$ cat src/rtl/fetch_stage.sv
// Instruction fetch stage: owns PCF, issues pipelined in-order requests to a variable-latency
// instruction memory, buffers responses in a small FIFO and drives the IF/ID register.
module fetch_stage #(
  parameter logic [31:0] RESET_PC = 32'h0000_0000,
  parameter int          DEPTH    = 4
) (
  input  logic        clk,
  input  logic        rst,
  input  logic        PCSrcE,
  input  logic [31:0] PCTargetE,
  input  logic        StallD,
  input  logic        FlushD,
  output logic        imem_req_valid,
  output logic [31:0] imem_req_addr,
  input  logic        imem_req_ready,
  input  logic        imem_resp_valid,
  input  logic [31:0] imem_resp_data,
  output logic [31:0] InstrD,
  output logic [31:0] PCD,
  output logic [31:0] PCPlus4D,
  output logic        ValidD
);

  localparam int          AW  = $clog2(DEPTH);
  localparam int          CW  = AW + 1;
  localparam logic [31:0] NOP = 32'h0000_0013;
  localparam logic [CW:0] DEPTH_W = (CW + 1)'(DEPTH);

  logic [31:0]   pcf_q, pcf_d;
  logic [31:0]   resp_pc_q, resp_pc_d;
  logic [CW-1:0] outst_q, outst_d;
  logic [CW-1:0] drop_q, drop_d;
  logic [CW-1:0] wr_ptr_q, wr_ptr_d, rd_ptr_q, rd_ptr_d;
  logic [31:0]   instr_q, instr_d, pcd_q, pcd_d, pcp4_q, pcp4_d;
  logic          valid_q, valid_d;

  logic [31:0]   fifo_pc    [DEPTH];
  logic [31:0]   fifo_instr [DEPTH];

  logic [CW-1:0] fifo_count;
  logic          fifo_empty, credit_ok, hs, resp_ok, push, pop;

  assign fifo_count = wr_ptr_q - rd_ptr_q;
  assign fifo_empty = (fifo_count == '0);
  // In-flight requests plus buffered entries never exceed DEPTH, so a push always has room.
  assign credit_ok  = ({1'b0, outst_q} + {1'b0, fifo_count}) < DEPTH_W;

  assign imem_req_valid = !rst && !PCSrcE && credit_ok;
  assign imem_req_addr  = pcf_q;
  assign hs             = imem_req_valid && imem_req_ready;
  assign resp_ok        = imem_resp_valid && (outst_q != '0);
  assign push           = resp_ok && (drop_q == '0) && !PCSrcE;
  assign pop            = !PCSrcE && !FlushD && !StallD && !fifo_empty;

  always_comb begin
    // NOTE: every signal gets a default first so no path leaves it unassigned (no latches).
    pcf_d     = pcf_q;
    resp_pc_d = resp_pc_q;
    outst_d   = outst_q + CW'(hs) - CW'(resp_ok);
    drop_d    = drop_q;
    wr_ptr_d  = wr_ptr_q;
    rd_ptr_d  = rd_ptr_q;
    instr_d   = instr_q;
    pcd_d     = pcd_q;
    pcp4_d    = pcp4_q;
    valid_d   = valid_q;

    if (PCSrcE) begin
      pcf_d     = PCTargetE;
      resp_pc_d = PCTargetE;
      wr_ptr_d  = '0;
      rd_ptr_d  = '0;
      // Everything still in flight after this cycle belongs to the abandoned path.
      drop_d    = outst_q - CW'(resp_ok);
    end else begin
      if (hs) pcf_d = pcf_q + 32'd4;
      if (resp_ok && (drop_q != '0)) drop_d = drop_q - 1'b1;
      if (push) begin
        resp_pc_d = resp_pc_q + 32'd4;
        wr_ptr_d  = wr_ptr_q + 1'b1;
      end
      if (pop) rd_ptr_d = rd_ptr_q + 1'b1;
    end

    if (FlushD || PCSrcE) begin
      valid_d = 1'b0;
      instr_d = NOP;
    end else if (!StallD) begin
      if (!fifo_empty) begin
        valid_d = 1'b1;
        instr_d = fifo_instr[rd_ptr_q[AW-1:0]];
        pcd_d   = fifo_pc[rd_ptr_q[AW-1:0]];
        pcp4_d  = fifo_pc[rd_ptr_q[AW-1:0]] + 32'd4;
      end else begin
        valid_d = 1'b0;
        instr_d = NOP;
      end
    end
  end

  always_ff @(posedge clk or posedge rst) begin
    if (rst) begin
      pcf_q     <= RESET_PC;
      resp_pc_q <= RESET_PC;
      outst_q   <= '0;
      drop_q    <= '0;
      wr_ptr_q  <= '0;
      rd_ptr_q  <= '0;
      instr_q   <= NOP;
      pcd_q     <= '0;
      pcp4_q    <= '0;
      valid_q   <= 1'b0;
    end else begin
      pcf_q     <= pcf_d;
      resp_pc_q <= resp_pc_d;
      outst_q   <= outst_d;
      drop_q    <= drop_d;
      wr_ptr_q  <= wr_ptr_d;
      rd_ptr_q  <= rd_ptr_d;
      instr_q   <= instr_d;
      pcd_q     <= pcd_d;
      pcp4_q    <= pcp4_d;
      valid_q   <= valid_d;
    end
  end

  // NOTE: FIFO storage has no reset; the pointers alone decide which entries are meaningful.
  always_ff @(posedge clk) begin
    if (push) begin
      fifo_pc[wr_ptr_q[AW-1:0]]    <= resp_pc_q;
      fifo_instr[wr_ptr_q[AW-1:0]] <= imem_resp_data;
    end
  end

  assign InstrD   = instr_q;
  assign PCD      = pcd_q;
  assign PCPlus4D = pcp4_q;
  assign ValidD   = valid_q;

endmodule

$ cat config.mk
export PLATFORM = sky130hd
export DESIGN_NAME = fetch_stage
export DESIGN_NICKNAME = d
export VERILOG_FILES = /design/src/rtl/fetch_stage.sv
export SDC_FILE = /design/constraint.sdc
export NUM_CORES = 1
export LEC_CHECK = 0
export ABC_AREA = 1
export BUFFER_PORTS_ARGS = -buffer_cell sky130_fd_sc_hd__buf_2
export CORE_ASPECT_RATIO = 0.6
export CORE_MARGIN = 2
export CORE_UTILIZATION = 54
export CTS_CLUSTER_SIZE = 10
export DETAILED_ROUTE_END_ITERATION = 8
export PLACE_DENSITY_LB_ADDON = 0.15
export SLEW_MARGIN = 20
export SYNTH_ARGS = -nofsm -noshare
export SYNTH_HDL_FRONTEND = slang
export SYNTH_SLANG_ARGS = --single-unit
$ cat constraint.sdc
create_clock -name clk -period 8.3 [get_ports clk]
set_clock_uncertainty 0.2 [all_clocks]
set_input_delay 0 -clock clk [delete_from_list [all_inputs] [get_ports clk]]
set_output_delay 0 -clock clk [all_outputs]
set_load 0.01 [all_outputs]
Word-level counts from Yosys, hierarchy flattened

Memories as Yosys holds them, arrays and structs flattened.
Cells that the tools add are included.

Flip-flop bits (word level): 173
Bits in writable memories: 256
Input port bits: 71
Word-level logic and storage cells: 71
Memories kept: 2

Memories:

| name       | words | width | rd ports | clocked after Yosys merged registers in | write ports | line | source |
|---|---|---|---|---|---|---|---|
| fifo_instr | 4     | 32    | 1        | 0                                       | 1           | 38   | `logic [31:0] fifo_instr [DEPTH];` |
| fifo_pc    | 4     | 32    | 1        | 0                                       | 1           | 37   | `logic [31:0] fifo_pc [DEPTH];` |

$add $sub $neg: 11
Order comparisons: 1
Eq/ne operators: 1
Multiplexer cells: 18
Bitwise logic cells: 3
Reductions and logical operators: 25

Operators with widths:

| operator              | count |
|---|---|
| $mux 32               | 7 |
| $add 32x3->32 const B | 3 |
| $mux 3                | 6 |
| $logic_and 1x1->1     | 10 |
| $reduce_bool 2->1     | 4 |
| $add 3x1->3 const B   | 2 |
| $logic_not 3->1       | 2 |
| $reduce_bool 3->1     | 2 |
| $sub 3x1->3           | 2 |
| $logic_not 1->1       | 5 |
| $mux 1                | 5 |
| $add 3x3->4           | 1 |
| $lt 4x3->1 const B    | 1 |
| $add 3x1->3           | 1 |
| $not 1->1             | 3 |
| $reduce_and 3->1      | 1 |
| $sub 3x1->3 const B   | 1 |
| $sub 3x3->3           | 1 |
| $ne 2x1->1 const B    | 1 |
| $logic_or 1x1->1      | 1 |

Longest topological paths before layout

Gate-level depths: netlist (run 1).

Word-level depth: 7
Mapped depth: 19
Depth with buffers taken out: 16

Worst setup path after synthesis (run 1)

OpenSTA, ideal clock, no wires.

Kind: register -> register
Start point: register outst_q[1]
End point: memory fifo_instr[0][0], enable pin
Library setup time: 0.487 ns
Data arrival time: 3.770 ns
Data required time: 7.613 ns
Setup slack: 3.843 ns
Cell stages (with the launch flop): 6
Path buffers: 1
Cell sequence: dfrtp_1 nor2_1 a21boi_2 nand4_1 clkbuf_1 nor2_1

Word-level cells in the longest chain between the ends: 6

RTL lines:

| element                         | line | source |
|---|---|---|
| start, declared                 | 31   | `logic [CW-1:0] outst_q, outst_d;` |
| start signal, assigned          | 116  | `outst_q <= outst_d;` |
| $reduce_bool 3->1               | 51   | `assign resp_ok = imem_resp_valid && (outst_q != '0);` |
| $logic_and 1x1->1               | 51   |  |
| $logic_and 1x1->1 (2 in series) | 52   | `assign push = resp_ok && (drop_q == '0) && !PCSrcE;` |
| $mux 1                          | 129  | `if (push) begin` |
| $mux 1 (not written as such)    | 131  | `fifo_instr[wr_ptr_q[AW-1:0]] <= imem_resp_data;` |
| end, declared                   | 38   |  |

Every way passes these cells.

Worst setup path in the final report (run 1)

Start point: input PCSrcE
End point: memory fifo_pc[3][13], enable pin

Word-level cells in the longest chain between the ends: 4

RTL lines:

| element                      | line | source |
|---|---|---|
| start, declared              | 9    | `input logic PCSrcE,` |
| $logic_not 1->1              | 52   |  |
| $logic_and 1x1->1            | 52   |  |
| $mux 1                       | 129  |  |
| $mux 1 (not written as such) | 130  | `fifo_pc[wr_ptr_q[AW-1:0]] <= resp_pc_q;` |
| end, declared                | 37   |  |

Every way passes these cells.

==> results of run 1 <==
==> metrics by stage <==
| step | cells | hold WS [ns] | area [um^2] | total power [uW] | setup slack [ns] |
|---|---|---|---|---|---|
| finish | 2706 | 0.0163 | 22800 | 5860 | 3.72 |
| global route | 2706 | 0.0127 | 22800 | 6140 | 3.44 |
| CTS | 2706 | 0.00260 | 22800 | 5880 | 3.71 |
| detailed placement | 2518 | 0.0158 | 20400 | 3920 | 3.67 |
| global placement | 2518 | 0.0157 | 20400 | 3880 | 3.81 |
| floorplan | 1928 | -0.101 | 19200 | 3450 | 3.47 |
==> metal layers <==
metal | vias to the layer above | GRT usage (%) | part of all wire, %
met5 | - | 0 | 0
met1 | 7172 | 42.7 | 45
met2 | 668 | 41.3 | 43
li1 | 7089 | - | -
met4 | 0 | 7.66 | 2.5
met3 | 104 | 4.81 | 8.7
==> synth_stat cells, types with 17 or more instances <==
master	instances	area, um^2
a21oi_1	17	85.1
dfrtp_1	168	4200
xor2_1	26	228
a32o_1	29	290
nor2_1	190	713
nor3_1	28	140
ha_1	17	213
o21a_1	17	128
nand3_1	123	616
inv_1	152	571
o21ai_0	116	581
edfxtp_1	256	7690
nand2_1	528	1980
o211ai_1	28	210
buf_2	33	165
clkbuf_1	37	139
o22ai_1	35	219
==> worst paths after layout <==
| path | depth (start not counted) | startpoint | to |
|---|---|---|---|
| worst max register to register | 14 | rd_ptr_q[0] | PCPlus4D[21] |
| max in group asynchronous | 4 | rst | rd_ptr_q[0] |
| min in group asynchronous | 3 | rst | resp_pc_q[0] |
| worst min register to register | 2 | imem_req_addr[1] | imem_req_addr[1] |
| worst min-delay path | 2 | imem_resp_data[13] | fifo_instr[3][13] |
| worst max-delay path | 7 | PCSrcE | fifo_pc[3][13] |
==> sequential cells by signal, summed over array words and instances, names as in the netlist, 30 cells and up <==
signal / flops
InstrD: 32
PCPlus4D: 30
fifo_pc: 128
resp_pc_q: 32
fifo_instr: 128
PCD: 32
imem_req_addr: 32
==> power groups by stage <==
stage,sequential (uW),combinational [uW],clock (uW)
after floorplan,2840,604,0
after detailed placement,2860,1070,0
after CTS,2820,1110,1950
final,2820,1110,1930
after global placement,2840,1040,0
after global routing,2850,1240,2040
==> layout make-up <==
cell class / instances / area share (%)
clock buffers: 86 / 6.07
clock inverters: 1 / 0.0712
inverters: 155 / 2.58
multi-input cells: 1257 / 27.1
flip-flops and latches: 427 / 52.4
well taps: 467 / 2.56
repair buffers: 313 / 9.20
==> cell families (layout without fill, tap and decap cells) <==
| family | Yosys count | count (layout) | synth area share [%] |
|---|---|---|---|
| buf+inv | 244 | 555 | 5.55 |
| xor+xnor | 35 | 35 | 1.60 |
| fa+ha+maj | 19 | 19 | 1.32 |
| compound gates | 285 | 285 | 9.43 |
| flops | 427 | 427 | 62.4 |
| simple gates | 918 | 918 | 19.7 |
==> what timing repair did <==
item,CTS,global route
hold endpoints to repair,328,0
hold buffers,101,0
resized for setup,0,0
==> results.sh, run 1 <==
export IMPL_cts_setup_buffers=0
export IMPL_worstMarginPinSlew_ns=1.12
export IMPL_die_x_um=247
export IMPL_status="complete, no violations"
export IMPL_cp_top_family="buffers and inverters"
export IMPL_irDropWorstVdd_uv=164
export IMPL_rows=53
export IMPL_netlist_area_um2=19200
export IMPL_final_cell_mix="nand2_1, edfxtp_1, buf_2"
export IMPL_cts_buffers=48
export IMPL_portBuffers=200
export IMPL_crit_type="in -> reg"
export IMPL_clock_sinks=427
export IMPL_core_area_um2=35000
export IMPL_fin_setup_tns_ns=0
export IMPL_clock_latency_ns=0.56
export IMPL_fin_crit_sh_pct=55.2
export IMPL_start_util_pct=54.8
export IMPL_start_kind="input port"
export IMPL_p_int_uw=4110
export IMPL_synthArstFlopShare_pct=40.0
export IMPL_drtPass1Iterations=5
export IMPL_nets=2292
export IMPL_grt_pass1_wl_mm=79.4
export IMPL_cp_slowest_cell="nor2_4"
export IMPL_grt_ovfl_total=0
export IMPL_grt_pass1_vias=14256
export IMPL_p_comb_share_pct=18.9
export IMPL_leakagePower_uw=0.00967
export IMPL_seqCellArea_um2=12000
export IMPL_hold_viol=0
export IMPL_multi_input_area_um2=6190
export IMPL_crit_arrival_ns=4.56
export IMPL_syn_inst=1928
export IMPL_cts_root_buffer="clkbuf_16"
export IMPL_cp_num_buf_inv=5
export IMPL_rsz0062_at_grt="false"
export IMPL_place_hpwl_mm=32.3
export IMPL_wire_per_inst_um=19.0
export IMPL_antenna_found_initial=0
export IMPL_setup_viol=0
export IMPL_die_h_um=150
export IMPL_vias_per_cell=5.56
export IMPL_critPathMostFrequentCell="buf_4"
export IMPL_path_cells="dlygate4sd3_1 > buf_2 > buf_4 > inv_1 > nand4_1 > nor2_4 > buf_4"
export IMPL_diodes=0
export IMPL_drive_gt1_share_pct=13.9
export IMPL_clk_path_buf_depth=3
export IMPL_synth_cell_types=46
export IMPL_p_clk_share_pct=32.9
export IMPL_path_max_fanout=44
export IMPL_max_stage_delay_ns=1.12
export IMPL_route_vias_total=15033
export IMPL_avgSynthCellArea_um2=9.95
export IMPL_drt_antenna_violating_nets=0
export IMPL_htreeDepth=2
export IMPL_boundaryPins=201
export IMPL_cp_end_kind="flop"
export IMPL_required_ns=8.28
export IMPL_synth_seq_cells=427
export IMPL_drt_drc_violations_left=0
export IMPL_power_density_nw_per_um2=256
export IMPL_maxSlewViolCount=0
export IMPL_yosys_warnings=0
export IMPL_nFillCells=2804
export IMPL_synth_main_ff_cell="edfxtp_1"
export IMPL_cts_tree="yes"
export IMPL_min_path_type="in -> reg"
export IMPL_synthesis_nets=2018
export IMPL_drtIter0Drc=1478
export IMPL_postLayoutCoreUtil_pct=65.3
export IMPL_yosysSeqAreaShare_pct=62.4
export IMPL_final_common_cell="nand2_1"
export IMPL_clkTransAtPathRegs_ns=0.06
export IMPL_grt_max_degree=102
export IMPL_reg2reg_slack_ns=4.22
export IMPL_synthToLayoutAreaGrowth_pct=19.1
export IMPL_fmax_mhz=218
export IMPL_routed_wirelength_mm=51.4
export IMPL_maxCapViolCount=0
export IMPL_synth_edf_count=256
export IMPL_track_usage_pct=27.9
export IMPL_switchingPower_uw=1750
export IMPL_p_seq_share_pct=48.2
export IMPL_place_gp_congestion=0.914
export IMPL_fin_crit_ns=4.58
export IMPL_dieArea_um2=37100
export IMPL_p_sw_share_pct=29.9
export IMPL_relSlewSlack_pct=25.6
Power figures use the tool's default switching activity.
==> inputs of run 2 (changes only) <==
CORE_UTILIZATION = 53   (was 54)
clock period = 3.9 ns   (was 8.3 ns; I/O delays follow)
==> run 2 against run 1 <==
The run now ends with hold timing left. Total power up 110%. Flip-flop and latch count unchanged. Worst hold slack worse by 0.017 ns. Combinational power up 120%. Via count down 0.23%. Critical endpoint is now imem_req_addr[18].
==> results.sh, run 2 (same netlist as run 1, synthesis figures left out) <==
export IMPL_fin_crit_ns=3.52
export IMPL_irDropWorstVdd_uv=303
export IMPL_grt_pass1_wl_mm=79.1
export IMPL_clk_path_buf_depth=3
export IMPL_dp_slack_ns=0.458
export IMPL_wire_per_inst_um=18.6
export IMPL_max_stage_delay_ns=0.41
export IMPL_worst_slack_ns=0.376
export IMPL_diodes=0
export IMPL_cts_tree="yes"
export IMPL_relSlewSlack_pct=35.0
export IMPL_worst_r2r_path_depth=15
export IMPL_hold_viol=4
export IMPL_cp_end_kind="flop"
export IMPL_vias_per_cell=5.51
export IMPL_setup_viol=0
export IMPL_reg2reg_slack_ns=0.38
export IMPL_status="finished with violations"
export IMPL_maxCapViolCount=0
export IMPL_grt_pass1_vias=14026
export IMPL_final_cell_mix="nand2_1, edfxtp_1, buf_2"
export IMPL_drtIter0Drc=1426
export IMPL_htreeDepth=2
export IMPL_drive_gt1_share_pct=14.5
export IMPL_r2r_start="wr_ptr_q[0]"
export IMPL_power_total_uw=12400
export IMPL_start_util_pct=54.3
export IMPL_cts_root_buffer="clkbuf_16"
export IMPL_whs_path_depth=2
export IMPL_start_kind="flop"
export IMPL_path_cells="inv_1 > ha_1 > inv_1 > fa_1 > xor2_1 > nand2_1 > nand2_1 > ha_1 > nor3_1 > nand3_1 > buf_4 > nand2_1 > inv_1 > nand2_1 > nand3_1"
export IMPL_hp_start="imem_resp_data[16]"
export IMPL_path_max_fanout=15
export IMPL_grt_max_degree=93
export IMPL_rows=53
export IMPL_boundaryPins=201
export IMPL_required_ns=4.11
export IMPL_die_x_um=250
export IMPL_crit_arrival_ns=3.74
export IMPL_min_path_type="in -> reg"
export IMPL_nets=2307
export IMPL_power_density_nw_per_um2=538
export IMPL_fin_crit_sh_pct=90.3
export IMPL_hold_slack_ns=-0.000829
export IMPL_routed_top_layer="met4"
export IMPL_clkTransAtPathRegs_ns=0.06
export IMPL_die_h_um=151
export IMPL_dr_wl_met2_mm=21.6
export IMPL_place_hpwl_mm=33.0
export IMPL_fmax_mhz=284
export IMPL_min_to="fifo_instr[1][16]"
export IMPL_drt_antenna_violating_nets=0
export IMPL_place_gp_congestion=0.894
export IMPL_leakagePower_uw=0.00977
export IMPL_dieArea_um2=37800
export IMPL_antenna_found_initial=0
export IMPL_cts_buffers=48
export IMPL_rsz0062_at_grt="false"
export IMPL_met1_length_mm=24.4
export IMPL_critPathMostFrequentCell="nand2_1"
export IMPL_drt_drc_violations_left=0
export IMPL_drtPass1Iterations=5
export IMPL_clock_latency_ns=0.56
export IMPL_routed_wirelength_mm=50.5
export IMPL_portBuffers=200
export IMPL_maxSlewViolCount=0
export IMPL_cp_slowest_cell="dfrtp_1"
export IMPL_r2r_end="imem_req_addr[18]"
export IMPL_synthToLayoutAreaGrowth_pct=20.2
export IMPL_route_vias_total=14999
export IMPL_worstMarginPinSlew_ns=0.975
export IMPL_core_area_um2=35300
export IMPL_nFillCells=2811
export IMPL_violations="hold timing"
export IMPL_track_usage_pct=26.9
export IMPL_met3_length_mm=3.65
export IMPL_final_common_cell="nand2_1"
export IMPL_grt_ovfl_total=0
export IMPL_clock_sinks=427
export IMPL_crit_type="reg -> reg"
-- run 2: repair_timing --
| item | in CTS | in global routing |
|---|---|---|
| setup buffers | 0 | 0 |
| endpoints found under the hold margin | 358 | 0 |
| gates resized for setup | 0 | 0 |
| hold buffers | 101 | 0 |
| setup endpoints to repair | 0 | 0 |
-- run 2: layer usage --
metal	track usage (%)	vias up
met3	4.30	68
li1	-	7127
met1	42.2	7234
met4	5.84	0
met2	39.5	570
met5	0	-
-- run 2: layout make-up --
class / instances / area (um^2) / area share [%]
clock buffer: 84 / 1350 / 5.84
clock inverter: 2 / 25.0 / 0.108
inverter: 155 / 589 / 2.55
multi-input combinational: 1257 / 6190 / 26.9
sequential: 427 / 12000 / 51.9
tap: 467 / 584 / 2.53
timing repair buffer: 328 / 2350 / 10.2
-- run 2: where the power goes --
group / internal (uW) / leakage (uW) / switching, uW
logic: 950 / 0.00468 / 1440
clock network: 2320 / 0.000651 / 1740
registers: 5430 / 0.00444 / 526
-- run 2: how the worst max path moves through the flow --
stage                            from                 to  slack, ns  cells past startpoint
after floorplan            outst_q[1]   fifo_instr[0][0]      -0.56                      5
after global placement    wr_ptr_q[0]         outst_q[1]       0.52                     16
after detailed placement  wr_ptr_q[0]         outst_q[2]       0.46                     16
after CTS                 wr_ptr_q[0]  imem_req_addr[17]       0.46                     15
after global routing      wr_ptr_q[0]  imem_req_addr[18]       0.12                     15
final                     wr_ptr_q[0]  imem_req_addr[18]       0.38                     15
-- run 2: through the flow --
step	area (um^2)	instances	setup TNS, ns	util [%]	hold WS [ns]
5_1_grt	23100	2720	0	65.3	0.00627
3_5_place_dp	20700	2533	0	58.5	-0.0177
6_report	23100	2720	0	65.3	-0.000829
4_1_cts	23100	2720	0	65.3	0.00408
3_3_place_gp	20700	2533	0	58.5	-0.0241
2_1_floorplan	19200	1928	-142.51	-	-0.101
-- run 2: worst max-delay path: cells and delay by family (launching register included) --
family	cells	cell delay, ns
xor+xnor	1	0.16
fa+ha+maj	3	0.83
buf+inv	4	0.73
flops	1	0.41
simple gates	7	1.04
==> inputs of run 3 (changes only) <==
==> constraint.sdc (replaced) <==
create_clock -name clk -period 3.9 [get_ports clk]
set_clock_uncertainty 0.2 [all_clocks]
set_input_delay 0.975 -clock clk [delete_from_list [all_inputs] [get_ports clk]]
set_output_delay 0.975 -clock clk [all_outputs]
set_load 0.01 [all_outputs]
==> run 3 against run 2 <==
Largest cell class unchanged. Sequential share of layout area rose by 1.9 points. Die area stayed put. The flow now finishes without violations. First-iteration DRC count is 0.63% higher. Critical path depth is 4 lower. Register-to-register slack got worse by 0.33 ns. Flip-flop and latch count unchanged. Worst setup slack worse by 0.37 ns. Combinational power rose by 3%. Largest power group unchanged. Global-route usage decreased by 0.32 points. Design area shrank 3.5%. Highest routed layer is now met5. Worst hold slack better by 0.27 ns.
==> results.sh, run 3 (same netlist as run 1, synthesis figures left out) <==
export IMPL_status="complete, no violations"
export IMPL_maxSlewViolCount=0
export IMPL_routed_wirelength_mm=50.2
export IMPL_setup_viol=0
export IMPL_start_kind="flop"
export IMPL_crit_arrival_ns=2.72
export IMPL_clkTransAtPathRegs_ns=0.06
export IMPL_place_hpwl_mm=33.3
export IMPL_cp_end_kind="output pin"
export IMPL_worstMarginPinSlew_ns=1.02
export IMPL_rsz0062_at_grt="true"
export IMPL_gr_usage_met1_pct=40.7
export IMPL_drt_antenna_violating_nets=0
export IMPL_maxCapViolCount=0
export IMPL_layout_cells_non_filler=2645
export IMPL_route_vias_total=14641
export IMPL_grt_ovfl_total=0
export IMPL_portBuffers=200
export IMPL_leakagePower_uw=0.00945
export IMPL_drive_gt1_share_pct=16.9
export IMPL_die_x_um=250
export IMPL_fmax_mhz=257
export IMPL_wire_per_inst_um=19.0
export IMPL_crit_start="wr_ptr_q[0]"
export IMPL_track_usage_pct=26.6
export IMPL_clock_sinks=427
export IMPL_irDropWorstVdd_uv=356
export IMPL_drtIter0Drc=1435
export IMPL_htreeDepth=2
export IMPL_path_max_fanout=2
export IMPL_hold_viol=0
export IMPL_required_ns=2.72
export IMPL_synthToLayoutAreaGrowth_pct=16.0
export IMPL_place_gp_congestion=0.930
export IMPL_relSlewSlack_pct=32.2
export IMPL_r2r_start="rd_ptr_q[0]"
export IMPL_clock_latency_ns=0.57
export IMPL_die_h_um=151
export IMPL_hp_start="imem_req_addr[0]"
export IMPL_placedCellCount=2543
export IMPL_gr_usage_met3_pct=4.50
export IMPL_fin_crit_sh_pct=99.8
export IMPL_final_cell_mix="nand2_1, edfxtp_1, buf_2"
export IMPL_grt_pass1_vias=13656
export IMPL_crit_type="reg -> out"
export IMPL_clk_path_buf_depth=3
export IMPL_grt_use_met2_pct=40.0
export IMPL_final_common_cell="nand2_1"
export IMPL_cts_root_buffer="clkbuf_16"
export IMPL_nets=2228
export IMPL_antenna_found_initial=3
export IMPL_boundaryPins=201
export IMPL_min_path_type="reg -> reg"
export IMPL_cts_tree="yes"
export IMPL_grt_pass1_wl_mm=77.7
export IMPL_drt_drc_violations_left=0
export IMPL_rows=53
export IMPL_grt_max_degree=96
export IMPL_power_density_nw_per_um2=563
export IMPL_vias_per_cell=5.54
export IMPL_power_total_uw=12500
export IMPL_start_util_pct=54.3
export IMPL_fin_crit_ns=3.89
export IMPL_dieArea_um2=37800
export IMPL_drtPass1Iterations=7
export IMPL_core_area_um2=35300
export IMPL_busiest_layer="met1"
export IMPL_cts_buffers=48
## run 3: timing repair
action / 4_1_cts / 5_1_grt
endpoints found under the setup margin: 1 / 20
pin swaps: 1 / 7
resized for setup: 4 / 18
buffers inserted: 7 / 5
hold buffers: 0 / 0
## run 3: worst paths after layout
kind / cells after the start / slack, ns / end
max: 11 / 0.006 / imem_req_valid
min: 2 / 0.27 / imem_req_addr[0]
max reg2reg: 20 / 0.05 / outst_q[1]
min reg2reg: 2 / 0.27 / imem_req_addr[0]
max in group asynchronous: 3 / 2.32 / PCD[29]
min in group asynchronous: 2 / 0.37 / outst_q[0]
## run 3: final cells by class
class | count | area [um^2]
Sequential cell | 427 | 12000
Tap cell | 467 | 584
Inverter | 155 | 593
Antenna cell | 3 | 7.51
Clock buffer | 84 | 1350
Fill cell | 2855 | 13100
Clock inverter | 3 | 45.0
Multi-Input combinational cell | 1257 | 6290
Timing Repair Buffer | 249 | 1420
## run 3: through the flow
step,instance area [um^2],setup TNS (ns),setup WS [ns],hold slack (ns),utilization (%)
floorplan,19200,-271.51,-1.06,0.276,-
global placement,20700,0,0.343,0.257,58.5
detailed placement,20700,0,0.239,0.261,58.5
CTS,22100,-0.0506,-0.0506,0.274,62.6
global route,22300,-0.175,-0.137,0.304,63.0
finish,22300,0,0.00618,0.273,63.0
## run 3: per-layer routing
layer  vias to the layer above  routed length [um]
met5                         -                  13
met4                         2                 777
met3                        62                3800
met2                       568               21800
met1                      7035               23800
li1                       6974                   -
## run 3: power by group
part | switching (uW) | internal (uW)
Combinational | 1470 | 978
Clock | 1780 | 2330
Sequential | 525 | 5430
Total | 3780 | 8750
## run 3: critical path, stage by stage, from the launching register on
cell,delay [ns]
dfrtp_1,0.39
inv_2,0.08
ha_4,0.12
inv_2,0.04
fa_2,0.38
xnor2_1,0.17
nand2_1,0.11
nand2_2,0.08
ha_4,0.20
nor3_4,0.19
nor3b_4,0.23
buf_2,0.16
